### src/rtl/mem_access_unit.sv
// Load/store unit between a byte-addressed CPU port and a word-addressed RAM
// with one-cycle read latency. Sub-word stores are read-modify-write; bad
// requests are answered with an error and never reach the RAM.
module mem_access_unit #(
  parameter int ADDR_WIDTH = 32
) (
  input  logic                  clk,
  input  logic                  reset,
  input  logic                  req_valid,
  output logic                  req_ready,
  input  logic                  req_write,
  input  logic [2:0]            req_funct3,
  input  logic [ADDR_WIDTH-1:0] req_addr,
  input  logic [31:0]           req_wdata,
  output logic                  resp_valid,
  output logic [31:0]           resp_rdata,
  output logic                  resp_error,
  output logic [ADDR_WIDTH-1:0] ram_address,
  output logic [31:0]           ram_data_in,
  output logic                  ram_write_enable,
  input  logic [31:0]           ram_data_out
);

  typedef enum logic [2:0] {
    S_IDLE  = 3'd0,
    S_ADDR  = 3'd1,
    S_DATA  = 3'd2,
    S_WRITE = 3'd3,
    S_RESP  = 3'd4
  } state_t;

  state_t                  state_q, state_d;
  logic                    write_q;
  logic [2:0]              funct3_q;
  logic [1:0]              offset_q;
  logic [15:0]             wdata_q;
  logic [ADDR_WIDTH-1:0]   ram_address_q;
  logic [31:0]             ram_data_in_q;
  logic                    resp_valid_q;
  logic                    resp_error_q;
  logic [31:0]             resp_rdata_q;

  logic                    accept;
  logic                    req_err;
  logic [7:0]              byte_lane;
  logic [15:0]             half_lane;
  logic [31:0]             load_data;
  logic [31:0]             merged_word;

  assign req_ready = (state_q == S_IDLE) && !reset;
  assign accept    = req_valid && req_ready;

  // Classify the incoming request: illegal funct3 or misaligned address.
  always_comb begin
    req_err = 1'b0;
    if (req_write) begin
      if (req_funct3 > 3'd2) req_err = 1'b1;
    end else if (req_funct3 == 3'd3 || req_funct3[2:1] == 2'b11) begin
      req_err = 1'b1;
    end
    if (req_funct3[1:0] == 2'd1 && req_addr[0]) req_err = 1'b1;
    if (req_funct3[1:0] == 2'd2 && req_addr[1:0] != 2'd0) req_err = 1'b1;
  end

  // Next-state logic; sw skips the read because it overwrites the whole word.
  always_comb begin
    state_d = state_q;
    case (state_q)
      S_IDLE: begin
        if (accept) begin
          if (req_err) begin
            state_d = S_RESP;
          end else if (req_write && req_funct3 == 3'd2) begin
            state_d = S_WRITE;
          end else begin
            state_d = S_ADDR;
          end
        end
      end
      S_ADDR:  state_d = S_DATA;
      S_DATA:  state_d = write_q ? S_WRITE : S_RESP;
      S_WRITE: state_d = S_RESP;
      S_RESP:  state_d = S_IDLE;
      default: state_d = S_IDLE;
    endcase
  end

  // Pick the addressed lane of the read word and extend it for the load type.
  always_comb begin
    byte_lane = 8'd0;
    case (offset_q)
      2'd0: byte_lane = ram_data_out[7:0];
      2'd1: byte_lane = ram_data_out[15:8];
      2'd2: byte_lane = ram_data_out[23:16];
      2'd3: byte_lane = ram_data_out[31:24];
      default: byte_lane = 8'd0;
    endcase
    half_lane = offset_q[1] ? ram_data_out[31:16] : ram_data_out[15:0];
    load_data = 32'd0;
    case (funct3_q)
      3'd0: load_data = {{24{byte_lane[7]}}, byte_lane};
      3'd1: load_data = {{16{half_lane[15]}}, half_lane};
      3'd2: load_data = ram_data_out;
      3'd4: load_data = {24'd0, byte_lane};
      3'd5: load_data = {16'd0, half_lane};
      default: load_data = 32'd0;
    endcase
  end

  // Byte-lane merge for sb/sh: replace only the targeted lane(s) of the read word.
  generate
    for (genvar gi = 0; gi < 4; gi++) begin : g_lane
      localparam int LO  = 8 * gi;
      localparam int WLO = 8 * (gi % 2);
      logic sel;
      assign sel = funct3_q[0] ? (offset_q[1] == 1'(gi / 2))
                               : (offset_q == 2'(gi));
      assign merged_word[LO+7:LO] = sel ? (funct3_q[0] ? wdata_q[WLO+7:WLO] : wdata_q[7:0])
                                        : ram_data_out[LO+7:LO];
    end
  endgenerate

  // State, latched request, RAM-side registers and the response pulse.
  always_ff @(posedge clk) begin
    if (reset) begin
      state_q       <= S_IDLE;
      write_q       <= 1'b0;
      funct3_q      <= 3'd0;
      offset_q      <= 2'd0;
      wdata_q       <= 16'd0;
      ram_address_q <= '0;
      ram_data_in_q <= 32'd0;
      resp_valid_q  <= 1'b0;
      resp_error_q  <= 1'b0;
      resp_rdata_q  <= 32'd0;
    end else begin
      state_q <= state_d;
      if (accept) begin
        write_q       <= req_write;
        funct3_q      <= req_funct3;
        offset_q      <= req_addr[1:0];
        wdata_q       <= req_wdata[15:0];
        ram_address_q <= req_addr >> 2;
        ram_data_in_q <= req_wdata;
      end
      if (state_q == S_DATA && write_q) begin
        ram_data_in_q <= merged_word;
      end
      resp_valid_q <= (state_d == S_RESP);
      resp_error_q <= (state_q == S_IDLE) && accept && req_err;
      resp_rdata_q <= (state_q == S_DATA && !write_q) ? load_data : 32'd0;
    end
  end

  assign ram_address      = ram_address_q;
  assign ram_data_in      = ram_data_in_q;
  assign ram_write_enable = (state_q == S_WRITE) && !reset;
  assign resp_valid       = resp_valid_q;
  assign resp_error       = resp_error_q;
  assign resp_rdata       = resp_rdata_q;

endmodule

### config.mk
export PLATFORM = sky130hd
export DESIGN_NAME = mem_access_unit
export DESIGN_NICKNAME = d
export VERILOG_FILES = /design/src/rtl/mem_access_unit.sv
export SDC_FILE = /design/constraint.sdc
export NUM_CORES = 1
export LEC_CHECK = 0
export ABC_AREA = 1
export CORE_MARGIN = 2
export CORE_UTILIZATION = 46
export CTS_BUF_LIST = sky130_fd_sc_hd__clkbuf_4 sky130_fd_sc_hd__clkbuf_8
export DETAILED_ROUTE_END_ITERATION = 8
export PLACE_DENSITY = 0.82
export SYNTH_ARGS = -nofsm -noshare
export SYNTH_HDL_FRONTEND = slang
export SYNTH_SLANG_ARGS = --single-unit
### constraint.sdc
create_clock -name clk -period 1.61 [get_ports clk]
set_input_delay 0.2415 -clock clk [delete_from_list [all_inputs] [get_ports clk]]
set_output_delay 0.2415 -clock clk [all_outputs]
set_load 0.005 [all_outputs]
==> results of run 1 <==
==> cell usage in the layout (no fill, tap or decap), types with 4 or more instances in the layout <==
cell type and instances:
a21oi_1 99, a21oi_2 23, buf_12 10, buf_4 44
bufinv_16 5, clkbuf_8 18, clkdlybuf4s50_1 184, clkinv_2 4
clkinvlp_4 4, dfxtp_1 118, dlymetal6s2s_1 13, inv_1 39
inv_2 6, nand2_1 136, nand3_1 11, nor2_1 78
nor2_4 4, nor3_1 7, o211ai_1 8, o211ai_2 8
o21ai_0 104, o21ai_1 13, o22ai_1 7
==> cell usage after synthesis, types with 2 or more instances <==
cell / n / area, sq um
inv_1: 39 / 146
nand3_1: 11 / 55.1
nand2_2: 2 / 12.5
o22ai_1: 7 / 43.8
dfxtp_1: 121 / 2420
a21oi_4: 2 / 32.5
nand2_1: 136 / 510
a21oi_2: 23 / 201
buf_6: 11 / 124
o211ai_2: 8 / 100
nand3_4: 2 / 35.0
clkbuf_1: 19 / 71.3
o21ai_1: 12 / 60.1
a21oi_1: 99 / 495
o21ai_0: 105 / 526
buf_2: 13 / 65.1
inv_2: 7 / 26.3
buf_1: 3 / 11.3
nor2_4: 3 / 33.8
nor2_1: 78 / 293
buf_4: 6 / 45.0
o211ai_1: 8 / 60.1
nor3_1: 8 / 40.0
==> power breakdown <==
group | internal [mW] | switching, mW | total (mW)
registers | 3.14 | 0.0831 | 3.22
logic | 0.717 | 0.705 | 1.42
clock network | 1.89 | 1.24 | 3.13
==> through the flow <==
step	hold slack, ns	instances	setup slack [ns]	setup TNS (ns)	util
floorplan	0.376	737	0.308	0	-
global placement	0.445	1079	-0.129	-2.85	0.664
detailed placement	0.450	1079	-0.159	-4.82	0.664
CTS	0.350	1113	0.00381	0	0.704
global route	0.351	1118	-0.0133	-0.0133	0.712
finish	0.367	1118	0.0463	0	0.712
==> kinds of logic after synthesis <==
family | Yosys count
buffers and inverters | 98
DFF | 121
AOI/OAI and AO/OA | 266
other | 1
and+or+nand+nor | 250
==> per-layer routing <==
layer / track usage / routed length [microns] / part of all wire
met1: 0.332 / 7130 / 0.40
met2: 0.440 / 8110 / 0.46
met3: 0.113 / 1980 / 0.11
met4: 0.114 / 556 / 0.031
met5: 0 / 0 / 0
==> registers in the layout (all words and copies together) (netlist names) <==
name         count
funct3_q         3
offset_q         2
ram_address     30
ram_data_in     32
resp_error       1
resp_rdata      32
resp_valid       1
state_q          3
wdata_q         16
write_q          1
==> worst paths after layout <==
path | to | depth (start not counted) | slack, ns
max | ram_data_in[26] | 1 | 0.05
min | ram_address[21]$_SDFFE_PP0N_ | 3 | 0.37
max reg2reg | resp_rdata[3]$_SDFF_PP0_ | 6 | 0.12
min reg2reg | wdata_q[11]$_SDFFE_PP0N_ | 2 | 0.46
==> layout make-up <==
class / instances / share of cell area
Multi-Input combinational cell: 518 / 0.313
Inverter: 46 / 0.0207
Tap cell: 147 / 0.0218
Clock inverter: 13 / 0.0237
Sequential cell: 121 / 0.288
Clock buffer: 19 / 0.0302
Timing Repair Buffer: 254 / 0.303
==> repair_timing <==
item,4_1_cts,5_1_grt
buffers inserted,2,5
pin swaps,1,2
endpoints found under the hold margin,0,0
setup endpoints to repair,3,39
gates resized for setup,10,21
==> metrics.md, run 1 <==
| Metric | Value |
|---|---|
| Status | complete, no violations |
| 1st-iter DRT viols | ~520 |
| Unique masters post-synth | 36 |
| Worst Path Max Fanout | 2 |
| Worst-skew pair later-pin latency | roughly 0.45 ns |
| Multiplexer area fraction after synthesis | 0 |
| Syn Inst Count | 736 |
| HP Start | req_addr[23] |
| Setup-failing EPs final | 0 |
| WL final | roughly 18 mm |
| Post-CTS Hold Buffers | 0 |
| Synth warn | 0 |
| Hold Crit Class | input pin to register |
| Gr usage total | 0.276 |
| Fillers | 926 |
| Placement-stage cell area | between 0.007 and 0.008 sq mm |
| Async set-reset flop share out of synthesis | 0 |
| Layout Skew | 0.00810 ns |
| Register area | between 0.002 and 0.0025 sq mm |
| Fin area | roughly 0.0084 sq mm |
| Slowest-stage cell, CP | clkdlybuf4s50_1 |
| CP peak stage delay | approximately 0.53 ns |
| Pre-antenna DRT Iters | 6 |
| Root cell of the clock tree | clkbuf_8 |
| Pwr Total | between 7 and 8 mW |
| Sequential area share after synthesis | 0.439 |
| Mapped cell area | roughly 0.0055 sq mm |
| Starting Density | 0.466 |
| Die H | ~110 microns |
| Number of global-route vias before repair | between 5000 and 6000 |
| Global-route wire length before repair | 27.6 mm |
| Total Nets Final | around 1100 |
| Period utilization | 0.971 |
| FP Rows | 40 |
| Fmax | roughly 640 MHz |
| PD cells | about 920 mW/mm^2 |
| Max-cap violations | 0 |
| Crit start category | register |
| Num ports | about 200 |
| Proportion of layout cells with a drive suffix above 1 | 0.149 |
| Main synth FF type | dfxtp_1 |
| Post-DR wirelength/cell | around 16 microns |
| Routed via count | between 5000 and 6000 |
| Crit path time final | approximately 1.6 ns |
| # port buffers | 200 |
| Area of the die | about 0.013 sq mm |
| Critical path class | register to output pin |
| VDD IR-drop max | around 0.81 mV |
| R2R Path Start | state_q[0]$_SDFF_PP0_ |
| Total CTS buffers | 17 |
| Remaining antenna violation count | 0 |
| Final hold viol count | 0 |
| Post-synthesis register bit count | about 120 |
| Critical path data arrival time | roughly 1.3 ns |
| Remaining DRCs | 0 |
| GPL Wtd Cong | a little under 0.9 |
| GRT overflow | 0 |
| Max clock buf depth | 2 |
| Largest net degree at the start of global routing | 37 |
| Synth Area in Adders | 0 |
| Post-synthesis compound-gate area fraction | 0.278 |
| Worst path bufs/invs | 1 |
| Reg clk slew, reported paths | 0.07 ns |
| LEAKAGE | roughly 3.5 nW |
| Post-Synth Simple-Gate Area | 0.195 |
| Num Clock Sinks | about 120 |
| Width of the die | between 100 and 150 microns |
| CTS H-tree lvls | 4 |
| Post-synth EDFFs | 0 |
| Cell Chain, Critical Path | clkdlybuf4s50_1 |
| Area growth, synth to finish | 52.9% |
| Area of the multi-input gates | roughly 0.0026 sq mm |
| CP endpoint kind | output pin |
| Core Footprint | ~0.012 sq mm |
| Via-per-instance ratio | 5.34 |
| CTS tree | done |
| Antenna violations before repair | 0 |
| Hpwl dp | ~13 mm |
| Post-Synth XOR/XNOR Area | 0 |
| Fin. max-slew vios | 0 |
| CP Launch Point | ram_data_in[26]$_SDFFE_PP0P_ |
| Diodes inserted | 0 |
| Main combinational cell family by area after synthesis | compound AO/OA/AOI/OAI gates |
| Critical Path RT | 1.37 ns |
| Largest delay share family, worst path | buffers and inverters |
| Syn avg cell area | between 7 and 8 sq um |
(Power assumes the default switching activity.)
==> inputs of run 2 (changes only) <==
--- a/config.mk
+++ b/config.mk
@@ -5,12 +5,12 @@
 export SDC_FILE = /design/constraint.sdc
 export NUM_CORES = 1
 export LEC_CHECK = 0
-export ABC_AREA = 1
 export CORE_MARGIN = 2
-export CORE_UTILIZATION = 46
+export CORE_UTILIZATION = 63
 export CTS_BUF_LIST = sky130_fd_sc_hd__clkbuf_4 sky130_fd_sc_hd__clkbuf_8
 export DETAILED_ROUTE_END_ITERATION = 8
-export PLACE_DENSITY = 0.82
+export DONT_BUFFER_PORTS = 1
+export PLACE_DENSITY = 0.79
 export SYNTH_ARGS = -nofsm -noshare
 export SYNTH_HDL_FRONTEND = slang
 export SYNTH_SLANG_ARGS = --single-unit
==> constraint.sdc (replaced) <==
create_clock -name clk -period 1.8 [get_ports clk]
set_input_delay 0.27 -clock clk [delete_from_list [all_inputs] [get_ports clk]]
set_output_delay 0.27 -clock clk [all_outputs]
set_load 0.005 [all_outputs]
==> run 2 against run 1 <==
Against the previous run:
- the run now ends with negative hold slack, negative setup slack left
- sequential cell count unchanged
- clock power decreased by 8.9%
- clock-buffer cell count unchanged
- combinational power decreased by 65%
- sequential power decreased by 11%
- critical path type is now register to register
==> metrics.md, run 2 <==
| Metric | Value |
|---|---|
| Root cell of the clock tree | clkbuf_8 |
| Post-DR wirelength/cell | 20.6 microns |
| CTS H-tree lvls | 4 |
| R2R Path Start | offset_q[1]$_SDFFE_PP0N_ |
| Worst-skew pair later-pin latency | 0.43 ns |
| Leading area contributor after synthesis | dfxtp_1 |
| Critical Path Sink | resp_rdata[13]$_SDFF_PP0_ |
| Core Footprint | about 0.0081 sq mm |
| Pre-antenna DRT Iters | 5 |
| Remaining antenna violation count | 0 |
| Max clock buf depth | 2 |
| Pint | roughly 4.7 mW |
| Worst-margin pin slew | between 0.5 and 0.6 ns |
| Post-synth top area share | 0.468 |
| Largest net degree at the start of global routing | 88 |
| Hold Path Stages | 1 |
| Hold Crit Class | input pin to register |
| CP Launch Point | offset_q[1]$_SDFFE_PP0N_ |
| Cell Chain, Critical Path | inv_4, mux2_4, or4_1, a21oi_1 |
| Layout Skew | around 0.014 ns |
| Ranking of synthesized cells by area | dfxtp_1, nand2_1, a21oi_1 |
| Via-per-instance ratio | about 6.6 |
| Num Clock Sinks | ~120 |
| Failing checks | negative hold slack, negative setup slack |
| # port buffers | 0 |
| Post-synthesis register bit count | 121 |
| Worst setup margin | -0.0205 ns |
| Multiplexer area fraction after synthesis | 0.0222 |
| Post-synthesis compound-gate area fraction | 0.265 |
| Worst Path Max Fanout | 19 |
| Final design utilization | 0.729 |
| Switching share of power | 0.246 |
| Main combinational cell family by area after synthesis | compound AO/OA/AOI/OAI gates |
| Slowest-stage cell, CP | or4_1 |
| Critical R2R Capture | resp_rdata[13]$_SDFF_PP0_ |
| Hpwl dp | 10.7 mm |
| Most frequent cells in the layout | nand2_1, dfxtp_1, a21oi_1, a211oi_1, buf_4 |
| Slew headroom | 0.628 |
| Period utilization | 1.01 |
| Antenna violations before repair | 1 |
| Total CTS buffers | 17 |
| Post-Synth XOR/XNOR Area | 0 |
| Synth Area in Adders | 0 |
| Post-synth EDFFs | 0 |
| Starting Density | 0.640 |
| PD cells | around 1100 mW/mm^2 |
| Synth warn | 0 |
| Remaining DRCs | 0 |
| Max-cap violations | 0 |
| WL final | 15.3 mm |
| GRT overflow | 0 |
| Min Hold Slack | -0.0897 ns |
| Mapped cell area | 0.00518 sq mm |
| Unique masters post-synth | between 40 and 50 |
| Main synth FF type | dfxtp_1 |
| Post-CTS Hold Buffers | 16 |
| Synth cell count leaders | nand2_1, dfxtp_1, a21oi_1 |
| CP peak stage delay | roughly 0.57 ns |
| Critical path class | register to register |
| Area growth, synth to finish | 13.9% |
| Fillers | ~620 |
| Placed cells | about 690 |
| Number of global-route vias before repair | between 4000 and 5000 |
| Global-route wire length before repair | between 20 and 25 mm |
| Async set-reset flop share out of synthesis | 0 |
| Final instance count without filler cells | between 700 and 800 |
| Power share of the clock group | 0.458 |
| Gr usage total | 0.337 |
| Die H | approximately 95 microns |
| GPL Wtd Cong | 0.955 |
| CP endpoint kind | register |
| Syn Inst Count | 621 |
| Routed via count | 4883 |
| Final hold viol count | 85 |
| Width of the die | about 95 microns |
| R2r setup slk | -0.02 ns |
| Critical Path RT | 2.15 ns |
| Proportion of layout cells with a drive suffix above 1 | 0.124 |
| Top-count cell post-synth | nand2_1 |
| FP Rows | 33 |
| Area of the die | approximately 0.0090 sq mm |
| Sequential share of power | 0.462 |
| Combinational power share | 0.080 |
| Crit path time final | 1.82 ns |
| Setup TNS | -0.0205 ns |
| 1st-iter DRT viols | between 400 and 500 |
| Fmax | 549 MHz |
| Sequential area share after synthesis | 0.468 |
| Setup-failing EPs final | 1 |
| Crit start category | register |
| CTS tree | done |
| Reg clk slew, reported paths | 0.08 ns |
| Switching Power | between 1.5 and 2 mW |
| VDD IR-drop max | slightly above 0.6 mV |
| Num ports | 203 |
| Post-Synth Simple-Gate Area | 0.185 |
| Most common cell after layout, fill and taps aside | nand2_1 |
| LEAKAGE | 2.13 nW |
| Total Nets Final | about 730 |
| Reg2Reg Depth | 4 |
| Syn avg cell area | between 8 and 9 sq um |
| Critical path data arrival time | about 2.2 ns |
| Fin. max-slew vios | 0 |
| Status | complete, but fails checks |
[run 2: cell count changes after synthesis, sizes merged, moves of 17 or more]
| cell | before | now |
|---|---|---|
| a211oi | 0 | 33 |
| a21oi | 124 | 90 |
| a221oi | 0 | 17 |
| inv | 46 | 3 |
| nand2 | 139 | 173 |
| nor2 | 83 | 17 |
| o21ai | 117 | 12 |
[run 2: cell families (layout without fill, tap and decap cells)]
| family | Yosys count | count (layout) |
|---|---|---|
| muxes | 11 | 11 |
| buffers and inverters | 60 | 74 |
| DFF | 121 | 121 |
| and+or+nand+nor | 225 | 225 |
| other | 1 | 3 |
| AOI/OAI and AO/OA | 203 | 203 |
[run 2: how the worst min path moves through the flow]
stage	startpoint	slack (ns)	end
2_1_floorplan	req_write	0.41	write_q$_SDFFE_PP0N_
3_3_place_gp	reset	0.35	write_q$_SDFFE_PP0N_
3_5_place_dp	reset	0.35	wdata_q[15]$_SDFFE_PP0N_
4_1_cts	reset	-0.11	wdata_q[13]$_SDFFE_PP0N_
5_1_grt	reset	-0.11	wdata_q[11]$_SDFFE_PP0N_
6_report	reset	-0.09	write_q$_SDFFE_PP0N_
[run 2: per-layer routing]
| layer | global-route usage | vias up | wire length (microns) |
|---|---|---|---|
| li1 | - | 2229 | - |
| met1 | 0.437 | 2274 | 5960 |
| met2 | 0.508 | 316 | 7010 |
| met3 | 0.0934 | 64 | 1670 |
| met4 | 0.188 | 0 | 656 |
| met5 | 0 | - | 0 |
[run 2: worst max-delay path, delay by kind of cell (launching register included)]
family | cells | cell delay [ns]
flops | 1 | 0.36
buf+inv | 1 | 0.20
mux | 1 | 0.34
compound gates | 1 | 0.26
simple gates | 1 | 0.57
[run 2: cell type report]
type / count / area, sq um / area share
clock inverter: 13 / 216 / 0.0367
inverter: 3 / 13.8 / 0.00233
sequential: 121 / 2420 / 0.411
antenna: 1 / 2.50 / 0.000424
clock buffer: 19 / 249 / 0.0422
timing repair buffer: 39 / 383 / 0.0649
tap: 105 / 131 / 0.0223
multi-input combinational: 441 / 2480 / 0.420
[run 2: per-stage QoR]
step                      instance area [sq um]  setup WS (ns)  hold WS [ns]  power [mW]
after floorplan                            5180          0.244         0.406        3.31
after global placement                     5250          0.125         0.348        3.36
after detailed placement                   5250         0.0239         0.350        3.38
after CTS                                  5880         0.0590        -0.114        6.23
after global routing                       5900       -0.00425        -0.110        6.43
final                                      5900        -0.0205       -0.0897        6.21
[run 2: power groups by stage]
stage	combinational, mW	sequential [mW]	clock, mW
final	0.499	2.87	2.85
after global routing	0.549	2.88	3.00
after CTS	0.486	2.87	2.87
after detailed placement	0.451	2.93	0
after global placement	0.432	2.92	0
after floorplan	0.412	2.90	0
[run 2: timing repair]
action                                  CTS  global route
endpoints found under the setup margin    1            14
gates resized for setup                   1             7
hold endpoints to repair                101            85
setup buffers                             0             0
==> inputs of run 3 (changes only) <==
--- a/config.mk
+++ b/config.mk
@@ -6,11 +6,11 @@
 export NUM_CORES = 1
 export LEC_CHECK = 0
 export CORE_MARGIN = 2
-export CORE_UTILIZATION = 63
+export CORE_UTILIZATION = 50
 export CTS_BUF_LIST = sky130_fd_sc_hd__clkbuf_4 sky130_fd_sc_hd__clkbuf_8
 export DETAILED_ROUTE_END_ITERATION = 8
 export DONT_BUFFER_PORTS = 1
-export PLACE_DENSITY = 0.79
+export PLACE_DENSITY = 0.71
 export SYNTH_ARGS = -nofsm -noshare
 export SYNTH_HDL_FRONTEND = slang
 export SYNTH_SLANG_ARGS = --single-unit
==> run 3 against run 2 <==
Against the previous run:
- the run ends with negative hold slack left
- via count fell by 3.7%
- maximum frequency rose by 5.2%
- critical path depth rose by 1
- worst hold slack got worse by 0.010 ns
==> metrics.md, run 3 (synthesis gave the netlist of run 2 again) <==
| Metric | Value |
|---|---|
| Status | complete, but fails checks |
| Failing checks | negative hold slack |
| Proportion of layout cells with a drive suffix above 1 | 0.130 |
| Area growth, synth to finish | 14.2% |
| Worst Path Max Fanout | 22 |
| Starting Density | 0.508 |
| Critical Path RT | between 2 and 2.5 ns |
| Crit start category | register |
| CTS H-tree lvls | 4 |
| Worst-skew pair later-pin latency | approximately 0.43 ns |
| Num Clock Sinks | between 100 and 150 |
| Setup-failing EPs final | 0 |
| Most common cell after layout, fill and taps aside | nand2_1 |
| # port buffers | 0 |
| Layout Skew | between 0.005 and 0.006 ns |
| Num ports | around 200 |
| Fmax | roughly 580 MHz |
| PD cells | ~1000 mW/mm^2 |
| Slew headroom | 0.545 |
| GPL Wtd Cong | 0.923 |
| Reg2Reg Depth | 5 |
| Fin area | around 0.0059 sq mm |
| CP endpoint kind | register |
| GRT overflow | 0 |
| Global-route wire length before repair | about 23 mm |
| Hold Path Stages | 1 |
| Hpwl dp | 11.0 mm |
| Critical path class | register to register |
| WL final | 15.3 mm |
| Total CTS buffers | 17 |
| Remaining antenna violation count | 0 |
| Placement-stage cell area | ~0.0053 sq mm |
| Period utilization | 0.962 |
| Crit path time final | 1.73 ns |
| Hold Crit Class | input pin to register |
| Fillers | 933 |
| VDD IR-drop max | just over 0.5 mV |
| Post-DR wirelength/cell | roughly 20 microns |
| Post-CTS Hold Buffers | 17 |
| Max-cap violations | 0 |
| Number of global-route vias before repair | between 4000 and 5000 |
| Largest net degree at the start of global routing | 88 |
| Final hold viol count | 85 |
| Area of the die | 0.0112 sq mm |
| Most frequent cells in the layout | nand2_1, dfxtp_1, a21oi_1, a211oi_1, buf_4 |
| Min Hold Slack | -0.100 ns |
| Critical path data arrival time | 2.03 ns |
| Root cell of the clock tree | clkbuf_8 |
| Pre-antenna DRT Iters | 6 |
| Max clock buf depth | 2 |
| Core Footprint | 0.0102 sq mm |
| CTS tree | done |
| Worst-margin pin slew | between 0.6 and 0.7 ns |
| Die H | 106 microns |
| 1st-iter DRT viols | between 300 and 400 |
| Antenna violations before repair | 0 |
| Via-per-instance ratio | a little over 6 |
| Gr usage total | 0.268 |
| Routed via count | around 4700 |
| Fin. max-slew vios | 0 |
| FP Rows | 37 |
| Reg clk slew, reported paths | ~0.07 ns |
| LEAKAGE | between 2 and 2.5 nW |
| Remaining DRCs | 0 |
| Diodes inserted | 0 |
| Width of the die | around 110 microns |
| Total Nets Final | 729 |
==> run 3: what timing repair did <==
| action | in CTS | in global routing |
|---|---|---|
| endpoints found under the hold margin | 103 | 85 |
| buffers inserted | 0 | 0 |
| gates resized for setup | 0 | 6 |
| endpoints found under the setup margin | 0 | 55 |
==> run 3: worst paths after layout <==
path	from	to	slack (ns)
worst min register to register	wdata_q[10]$_SDFFE_PP0N_	wdata_q[10]$_SDFFE_PP0N_	0.46
worst max-delay path	state_q[0]$_SDFF_PP0_	ram_data_in[13]$_SDFFE_PP0P_	0.07
worst min-delay path	reset	write_q$_SDFFE_PP0N_	-0.10
worst max register to register	state_q[0]$_SDFF_PP0_	ram_data_in[13]$_SDFFE_PP0P_	0.07
==> run 3: power breakdown <==
group	internal (mW)	total (mW)	switching [mW]	leakage [nW]
registers	2.78	2.87	0.0912	0.985
clock network	1.49	2.57	1.08	0.208
logic	0.220	0.506	0.286	0.927
total	4.49	5.95	1.46	2.12
==> run 3: area by class of cell <==
type	count	area [sq um]	area share
multi-input combinational	441	2480	0.420
sequential	121	2420	0.410
timing repair buffer	42	395	0.0669
clock buffer	21	283	0.0478
tap	136	170	0.0288
clock inverter	11	144	0.0243
inverter	3	13.8	0.00233
==> run 3: critical path, stage by stage, from the launching register on <==
cell and delay (ns):
dfxtp_1 0.38, nand3b_1 0.20, or2_2 0.34, buf_4 0.22, a221oi_1 0.36, a211oi_1 0.10
==> run 3: per-stage QoR <==
stage,instances,util,setup TNS [ns],power (mW),setup WS (ns)
after floorplan,622,-,0,3.31,0.244
after global placement,726,0.519,0,3.37,0.121
after detailed placement,726,0.519,0,3.39,0.0473
after CTS,775,0.578,0,5.96,0.0388
after global routing,775,0.580,-0.0242,6.17,-0.0117
final,775,0.580,0,5.95,0.0692
==> run 3: routing by layer <==
metal | GRT usage | share of wire | up-vias
li1 | - | - | 2225
met1 | 0.347 | 0.42 | 2206
met2 | 0.408 | 0.45 | 240
met3 | 0.0884 | 0.099 | 33
met4 | 0.117 | 0.026 | 0
met5 | 0 | 0 | -
